`src/rtl/nand_phy_pkg.sv`:
```
// Shared definitions for the NAND PHY read-capture path: FSM state encoding
// and default data-path widths.
package nand_phy_pkg;

    // Default number of NAND DQ bits.
    localparam int DQ_WIDTH_DEF = 8;

    // Default width of one captured word.
    // Each word is {fall,rise}, so it is twice the DQ width.
    localparam int WORD_WIDTH = 2 * DQ_WIDTH_DEF;

    // Capture sequencer states.
    typedef enum logic [1:0] {
        ST_IDLE     = 2'd0,
        ST_WAIT_LAT = 2'd1,
        ST_CAPTURE  = 2'd2,
        ST_DONE     = 2'd3
    } state_t;

endpackage

```
`src/rtl/nand_phy_rd_fifo.sv`:
```
// Synchronous first-word-fall-through FIFO for captured read words.
// The head word is driven combinationally from storage, so a word pushed in
// one cycle is visible in the next. The output reads 0 whenever the FIFO is empty.
// Pointers carry one extra wrap bit. Equal pointers mean the FIFO is empty.
// Pointers that differ only in the wrap bit mean the FIFO is full.
module nand_phy_rd_fifo
    import nand_phy_pkg::*;
#(
    parameter int WIDTH = WORD_WIDTH,
    parameter int DEPTH = 8            // must be a power of 2, at least 2
) (
    input  logic             i_clk,
    input  logic             i_rst,
    input  logic             i_push,
    input  logic [WIDTH-1:0] i_push_data,
    output logic             o_full,
    input  logic             i_pop,
    output logic             o_empty,
    output logic [WIDTH-1:0] o_rd_data
);

    localparam int AW = $clog2(DEPTH);

    logic [WIDTH-1:0] r_mem [DEPTH];
    logic [AW:0]      r_wr_ptr;
    logic [AW:0]      r_rd_ptr;
    logic             w_full;
    logic             w_empty;
    logic             w_do_pop;
    logic             w_do_push;

    assign w_empty   = (r_wr_ptr == r_rd_ptr);
    assign w_full    = (r_wr_ptr[AW] != r_rd_ptr[AW]) &&
                       (r_wr_ptr[AW-1:0] == r_rd_ptr[AW-1:0]);
    assign w_do_pop  = i_pop && !w_empty;
    // When the FIFO is full, a pop in the same cycle frees the slot that this push takes.
    assign w_do_push = i_push && (!w_full || w_do_pop);

    assign o_full    = w_full;
    assign o_empty   = w_empty;
    assign o_rd_data = w_empty ? '0 : r_mem[r_rd_ptr[AW-1:0]];

    // Pointer update; reset empties the FIFO.
    always_ff @(posedge i_clk) begin
        if (i_rst) begin
            r_wr_ptr <= '0;
            r_rd_ptr <= '0;
        end else begin
            if (w_do_push) r_wr_ptr <= r_wr_ptr + 1'b1;
            if (w_do_pop)  r_rd_ptr <= r_rd_ptr + 1'b1;
        end
    end

    // Word storage write.
    // NOTE: storage has no reset; the pointers alone define which entries are valid.
    always_ff @(posedge i_clk) begin
        if (w_do_push) r_mem[r_wr_ptr[AW-1:0]] <= i_push_data;
    end

endmodule

```
`src/rtl/nand_phy_rd_capture.sv`:
```
// NAND PHY read-data capture.
// After a programmable latency, the block captures rd_len consecutive
// {fall,rise} DQ words into an FWFT FIFO. The NAND side is never stalled.
// A word that arrives when the FIFO is full is dropped, and the sticky overflow flag is set.
module nand_phy_rd_capture
    import nand_phy_pkg::*;
#(
    parameter int DQ_WIDTH   = DQ_WIDTH_DEF,
    parameter int FIFO_DEPTH = 8,
    parameter int LEN_WIDTH  = 16
) (
    input  logic                  clk0,
    input  logic                  rst0,
    input  logic                  rd_start,
    input  logic [LEN_WIDTH-1:0]  rd_len,
    input  logic [3:0]            rd_lat,
    input  logic [DQ_WIDTH-1:0]   rd_data_rise,
    input  logic [DQ_WIDTH-1:0]   rd_data_fall,
    output logic [2*DQ_WIDTH-1:0] rdo_data,
    output logic                  rdo_valid,
    input  logic                  rdo_ready,
    output logic                  busy,
    output logic                  done,
    output logic                  overflow,
    input  logic                  clr_overflow
);

    state_t               r_state;
    logic [3:0]           r_lat_cnt;
    logic [LEN_WIDTH-1:0] r_rem;
    logic                 r_busy;
    logic                 r_done;
    logic                 r_overflow;

    logic                 w_push;
    logic                 w_pop;
    logic                 w_full;
    logic                 w_empty;
    logic                 w_drop;

    assign w_push = (r_state == ST_CAPTURE);
    assign w_pop  = rdo_ready && !w_empty;
    assign w_drop = w_push && w_full && !w_pop;

    assign rdo_valid = !w_empty;
    assign busy      = r_busy;
    assign done      = r_done;
    assign overflow  = r_overflow;

    // Capture sequencer; busy and done are registered alongside the state.
    always_ff @(posedge clk0) begin
        if (rst0) begin
            r_state   <= ST_IDLE;
            r_lat_cnt <= '0;
            r_rem     <= '0;
            r_busy    <= 1'b0;
            r_done    <= 1'b0;
        end else begin
            // NOTE: non-blocking assignments here keep every branch reading pre-edge state.
            r_done <= 1'b0;
            case (r_state)
                ST_IDLE: begin
                    if (rd_start) begin
                        r_rem  <= rd_len;
                        r_busy <= 1'b1;
                        if (rd_len == '0) begin
                            r_state <= ST_DONE;
                            r_done  <= 1'b1;
                        end else if (rd_lat == 4'd0) begin
                            r_state <= ST_CAPTURE;
                        end else begin
                            r_state   <= ST_WAIT_LAT;
                            r_lat_cnt <= rd_lat - 4'd1;
                        end
                    end
                end
                ST_WAIT_LAT: begin
                    if (r_lat_cnt == 4'd0) r_state <= ST_CAPTURE;
                    else                   r_lat_cnt <= r_lat_cnt - 4'd1;
                end
                ST_CAPTURE: begin
                    // The count down to 1 means an all-ones rd_len never wraps.
                    r_rem <= r_rem - 1'b1;
                    if (r_rem == LEN_WIDTH'(1)) begin
                        r_state <= ST_DONE;
                        r_done  <= 1'b1;
                    end
                end
                ST_DONE: begin
                    r_state <= ST_IDLE;
                    r_busy  <= 1'b0;
                end
                default: begin
                    r_state <= ST_IDLE;
                    r_busy  <= 1'b0;
                end
            endcase
        end
    end

    // Sticky overflow flag; a drop in the same cycle as a clear keeps it set.
    always_ff @(posedge clk0) begin
        if (rst0)              r_overflow <= 1'b0;
        else if (w_drop)       r_overflow <= 1'b1;
        else if (clr_overflow) r_overflow <= 1'b0;
    end

    nand_phy_rd_fifo #(
        .WIDTH (2 * DQ_WIDTH),
        .DEPTH (FIFO_DEPTH)
    ) u_fifo (
        .i_clk       (clk0),
        .i_rst       (rst0),
        .i_push      (w_push),
        .i_push_data ({rd_data_fall, rd_data_rise}),
        .o_full      (w_full),
        .i_pop       (rdo_ready),
        .o_empty     (w_empty),
        .o_rd_data   (rdo_data)
    );

endmodule

```
`config.mk`:
```
export PLATFORM = sky130hd
export DESIGN_NAME = nand_phy_rd_capture
export DESIGN_NICKNAME = d
export VERILOG_FILES = /design/src/rtl/nand_phy_pkg.sv /design/src/rtl/nand_phy_rd_fifo.sv /design/src/rtl/nand_phy_rd_capture.sv
export SDC_FILE = /design/constraint.sdc
export NUM_CORES = 1
export LEC_CHECK = 0
export ABC_AREA = 1
export BUFFER_PORTS_ARGS = -buffer_cell sky130_fd_sc_hd__buf_2
export CAP_MARGIN = 0
export CORE_MARGIN = 4
export CORE_UTILIZATION = 60
export CTS_CLUSTER_DIAMETER = 200
export CTS_CLUSTER_SIZE = 8
export DETAILED_ROUTE_END_ITERATION = 8
export PLACE_DENSITY = 0.8
export SETUP_SLACK_MARGIN = 0.15
export SLEW_MARGIN = 20
export SYNTH_ARGS = -nofsm -noshare
export SYNTH_HDL_FRONTEND = slang
export SYNTH_SLANG_ARGS = --single-unit
export TNS_END_PERCENT = 20
```
`constraint.sdc`:
```
create_clock -name clk0 -period 7.9 [get_ports clk0]
set_input_delay 0.79 -clock clk0 [delete_from_list [all_inputs] [get_ports clk0]]
set_output_delay 0.79 -clock clk0 [all_outputs]
set_load 0.01 [all_outputs]
```
==> results of run 1 <==
kinds of logic (layout without fill, tap and decap cells):
kind of cell / count (synthesis) / in the layout / synth area share, %
simple gates: 328 / 328 / 18.0
compound gates: 167 / 167 / 12.9
flops: 164 / 164 / 61.1
buf+inv: 78 / 144 / 4.88
xor+xnor: 11 / 11 / 1.49
fa+ha+maj: 10 / 10 / 1.68
area by class of cell:
type,instances,area (um2)
multi-input cells,516,2560
clock buffers,21,460
well taps,168,210
clock inverters,11,198
flip-flops and latches,164,4570
repair buffers,71,383
inverters,41,154
fillers,869,3580
power breakdown:
| group | switching, uW | internal, uW |
|---|---|---|
| Sequential | 100 | 1020 |
| Clock | 328 | 581 |
| Combinational | 837 | 425 |
metal layers:
metal / vias up / part of all wire [%] / GRT usage [%]
li1: 2700 / - / -
met1: 2647 / 40 / 29.4
met2: 229 / 50 / 41.3
met3: 28 / 7.6 / 5.94
met4: 0 / 1.9 / 8.16
met5: - / 0 / 0
metrics by stage:
stage | hold slack [ns] | cells
6_report | 0.461 | 992
5_1_grt | 0.501 | 992
4_1_cts | 0.464 | 992
3_5_place_dp | 0.454 | 960
3_3_place_gp | 0.448 | 960
2_1_floorplan | 0.452 | 758
cell usage after synthesis (all sizes together):
cell / n
a211oi: 2
a21oi: 30
a31oi: 17
buf: 25
clkbuf: 12
dfxtp: 36
edfxtp: 128
ha: 10
inv: 41
nand2: 106
nand3: 32
nand4: 3
nor2: 177
nor3: 5
nor4: 1
o211ai: 1
o21a: 1
o21ai: 115
o22ai: 1
or2: 4
xnor2: 6
xor2: 5
flip-flops by register name, summed over array words and instances (netlist names), named ones only:
name and count:
u_fifo.r_rd_ptr 4, r_lat_cnt 4, u_fifo.r_wr_ptr 4, done 1
overflow 1, busy 1, r_state 2, r_rem 16
u_fifo.r_mem 128
critical path, cell delays in order, from the launching register on:
cell	delay (ns)
dfxtp_4	0.77
inv_2	0.54
o21ai_0	0.36
o21ai_0	0.15
o21ai_0	0.18
a31oi_1	0.08
buf_2	0.19
placed cells by master (no fill, tap or decap), types with 3 or more instances in the layout:
master and instances:
nand3_1 32, inv_2 3, a31oi_1 8, o21ai_1 5
inv_6 4, nand2_2 3, buf_4 11, xnor2_1 5
o21ai_0 101, nand2_1 101, a21oi_1 29, nor3_2 4
ha_1 10, buf_2 60, inv_1 38, edfxtp_1 128
dfxtp_1 35, xor2_1 4, clkbuf_16 17, bufinv_16 5
a31oi_2 9, o21ai_2 9, nor2_1 175
how the worst min path moves through the flow:
stage               cells after the start  slack (ns)  startpoint       end
floorplan                               2        0.45    r_rem[5]  r_rem[5]
global placement                        2        0.45    overflow  overflow
detailed placement                      2        0.45    overflow  overflow
CTS                                     2        0.46    overflow  overflow
global route                            2        0.50    overflow  overflow
finish                                  2        0.46    overflow  overflow
==> metrics.csv, run 1 <==
metric,value,unit
status,"finished, final reports clean",
CTS HTree Levels,4,
Avg Vias per Cell,5.65,
post-synthesis sequential area ratio,61.1,%
core area,12100,um2
final setup margin,4.40,ns
top cell type's share of synthesized area,51.5,%
PnR Total Power,3290,uW
worst slew pin tran,0.936,ns
clk sinks,164,
static leakage,0.00323,uW
root buf cell,clkbuf_16,
port bufs,60,
Worst slew margin,37.6,%
total CTS buffers,17,
vias in the first global route,5453,
fin crit share,44.3,%
"Hold-fix buffers, CTS",0,
top post-synthesis cells by area,"edfxtp_1, dfxtp_1, nor2_1",
Worst Clk Skew,0.00817,ns
final net count,862,
area of the mapped netlist,7470,um2
area grow syn2layout,14.3,%
Crit Path Class,reg -> out,
crit end category,output pin,
Die Footprint,14300,um2
hpwl dp,10200,um
clk buf depth,2,
Hold WC Path Type,reg -> reg,
Unique masters post-synth,41,
Final Max Slew Viols,0,
Clock transition at path regs,0.06,ns
Finished Core Util,70.5,%
RD Place Congestion,0.896,
# Post-CTS Setup Buffers,0,
final wirelength,16600,um
"Design Area, Final",8530,um2
Vias,5604,
starting density of the core,61.7,%
crit path launch type,flip-flop,
Routed WL per cell,16.8,um
first-pass GRT wire length,26900,um
Resize count post-CTS,0,
drt drc,0,
synthesis-stage register bit count,164,
setup TNS,0,ns
Yosys warnings,0,
CTS tree,yes,
post-route ant nets,0,
dpl ws,4.45,ns
syn_nets,809,
GRT overflow,0,
reg-to-reg endpoint,u_fifo.r_mem[6][1],
Die Wd,120,um
placed inst area,7870,um2
Die Y,120,um
DR pass1 iterations,5,
initial antenna violation count,0,
GRT Util Overall,23.9,%
PD cells,386,nW/um2
DR iter-0 viols,575,
largest net degree at the start of global routing,66,
Worst VDD drop,0.197,mV
Ports,61,
CP Capture Point,rdo_data[0],
reg-to-reg startpoint,u_fifo.r_wr_ptr[0],
Synth Instances,758,
largest area contributor in the netlist,edfxtp_1,
maximum fanout along the worst path,65,
endpoints failing hold,0,
final setup fails,0,
syn_area_per_cell,9.85,um2
max frequency,286,MHz
Period minus WS final,3.50,ns
n_diodes,0,
share of layout cells above drive strength 1,17.1,%
Core Rows,40,
Arrival @ worst endpoint,2.71,ns
maxcap violations,0,
r2r worst-path depth,7,
WP data required,7.11,ns
"setup slack, reg-to-reg",5.49,ns
unrepaired setup endpoints after global routing,no,
worst-skew pair later-pin latency,0.42,ns
(Power assumes the default switching activity.)
==> run 2: changes to the inputs <==
==> constraint.sdc (replaced) <==
create_clock -name clk0 -period 3.6 [get_ports clk0]
set_input_delay 0.36 -clock clk0 [delete_from_list [all_inputs] [get_ports clk0]]
set_output_delay 0.36 -clock clk0 [all_outputs]
set_load 0.01 [all_outputs]
==> run 2 against run 1 <==
Against the previous run:
- total power grew 110%
- worst setup slack lost 3.7 ns
- die area is the same
- wire length is essentially flat
- cell area shrank 0.47%
- global-route usage grew 0.14 points
- via count grew 1.0%
- sequential share of layout area grew 0.22 points
- combinational power grew 130%
- largest cell class unchanged
==> metrics.csv, run 2 (synthesized netlist as in run 1, its figures left out) <==
metric,value,unit,change
max frequency,343,MHz,
CP Capture Point,rdo_data[6],,
FF+latch area,4570,um2,about the same
most frequent cells in the layout,"nor2_1, edfxtp_1, nand2_1, o21ai_0, buf_2",,
GRT Util Overall,24.0,%,+0.14 points
static leakage,0.00322,uW,-0.41%
sequential power share,34.0,%,about the same
PD cells,828,nW/um2,+110%
final wirelength,16600,um,about the same
n_diodes,0,,unchanged
# Post-CTS Setup Buffers,0,,unchanged
status,"finished, final reports clean",,
fin crit share,81.0,%,
unrepaired setup endpoints after global routing,no,,
"setup slack, reg-to-reg",1.17,ns,-4.32 ns
initial antenna violation count,0,,unchanged
share of layout cells above drive strength 1,16.9,%,-0.20 points
Clock transition at path regs,0.06,ns,about the same
first-pass GRT wire length,26800,um,-0.20%
switch share,39.2,%,+0.76 points
reg-to-reg endpoint,r_rem[9],,
final setup fails,0,,unchanged
WP data required,3.24,ns,-3.87 ns
combinational share of power,40.7,%,+2.4 points
Worst VDD drop,0.450,mV,+130%
cell family with most CP delay,flip-flops,,
hpwl dp,10600,um,+4.0%
Worst slew margin,34.1,%,-3.5 points
Core Rows,40,,unchanged
CTS tree,yes,,
DR iter-0 viols,734,,+28%
root buf cell,clkbuf_16,,
clk buf depth,2,,unchanged
Ports,61,,unchanged
vias in the first global route,5252,,-3.7%
Final Max Slew Viols,0,,unchanged
Vias,5661,,+1.0%
crit path launch type,flip-flop,,
post-route ant nets,0,,unchanged
Avg Vias per Cell,5.68,,+0.61%
"Hold-fix buffers, CTS",0,,unchanged
core area,12100,um2,unchanged
total CTS buffers,17,,unchanged
Routed WL per cell,16.7,um,-0.39%
Die Wd,120,um,unchanged
Clk pwr share,25.3,%,-2.3 points
Die Y,120,um,unchanged
worst slew pin tran,0.987,ns,+0.0503 ns
reg-to-reg startpoint,r_state[0],,
Resize count post-CTS,0,,unchanged
"slowest stage delay, CP",0.75,ns,-0.02 ns
critical-path cell list,inv_1 > nor2_1 > o21ai_0 > a31oi_2 > buf_2,,
clk sinks,164,,unchanged
maxcap violations,0,,unchanged
drt drc,0,,unchanged
multi-input logic area,2560,um2,unchanged
r2r worst-path depth,8,,+1
largest net degree at the start of global routing,65,,-1.5%
endpoints failing hold,0,,unchanged
RD Place Congestion,0.875,,-2.4%
Crit Path Class,reg -> out,,
Critical Path Slowest Stage Cell,dfxtp_1,,
filler instances,893,,+2.8%
Hold WC Path Type,in -> reg,,
final net count,866,,+0.46%
CTS HTree Levels,4,,unchanged
worst-skew pair later-pin latency,0.43,ns,about the same
port bufs,60,,unchanged
Die Footprint,14300,um2,unchanged
CP Depth,5,,-1
setup TNS,0,ns,unchanged
Arrival @ worst endpoint,2.56,ns,-0.15 ns
maximum fanout along the worst path,20,,-69%
Buffers & Inverters on Critical Path,2,,unchanged
Largest register FFs,128,,unchanged
placed inst area,7920,um2,+0.54%
P_int,4280,uW,+110%
"Design Area, Final",8490,um2,-0.47%
GRT overflow,0,,unchanged
crit end category,output pin,,
DR pass1 iterations,5,,unchanged
Worst Clk Skew,0.00826,ns,+0.0000908 ns
Psw,2760,uW,+120%
starting density of the core,61.7,%,unchanged
Period minus WS final,2.92,ns,
"commonest non-fill, non-tap cell in the layout",nor2_1,,
area grow syn2layout,13.7,%,
run 2: metrics by stage:
stage               hold WS, ns  utilization (%)  setup slack (ns)  cells  total power, uW
floorplan                 0.438                -             0.665    758             4610
global placement          0.451             65.4              1.28    964             5140
detailed placement        0.455             65.4              1.18    964             5260
CTS                       0.182             70.1             0.684    996             7040
global route              0.205             70.1             0.534    996             7510
finish                    0.189             70.1             0.684    996             7040
run 2: worst register-to-register path, cell delays in order (launching register included):
cell and delay, ns:
dfxtp_1 0.36, inv_1 0.11, ha_1 0.30, buf_4 0.27, a21oi_2 0.60, inv_2 0.32, o21ai_1 0.19, o21ai_0 0.10
a21oi_1 0.12
run 2: area by class of cell:
type / count / share of cell area (%)
clock inverters: 10 / 1.58
well taps: 168 / 2.47
flip-flops and latches: 164 / 53.7
multi-input cells: 516 / 30.2
inverters: 41 / 1.81
clock buffers: 22 / 5.23
repair buffers: 75 / 5.01
run 2: worst min-delay path by stage:
stage / start / endpoint / slack (ns) / depth (start not counted)
floorplan: rst0 / r_rem[1] / 0.44 / 1
global placement: overflow / overflow / 0.45 / 2
detailed placement: overflow / overflow / 0.45 / 2
CTS: clr_overflow / overflow / 0.18 / 4
global route: clr_overflow / overflow / 0.20 / 4
finish: clr_overflow / overflow / 0.19 / 4
run 2: power groups by stage:
stage          logic, uW  registers [uW]  clock network (uW)
2_1_floorplan       2240            2370                   0
3_3_place_gp        2720            2420                   0
5_1_grt             3210            2420                1870
4_1_cts             2860            2390                1790
3_5_place_dp        2830            2430                   0
6_report            2870            2390                1780
run 2: per-layer routing:
metal  up-vias  global-route usage [%]  wire length (um)
li1       2702                       -                 -
met1      2674                    32.0              6800
met2       255                    38.8              8250
met3        30                    4.90              1190
met4         0                    9.88               396
met5         -                       0                 0
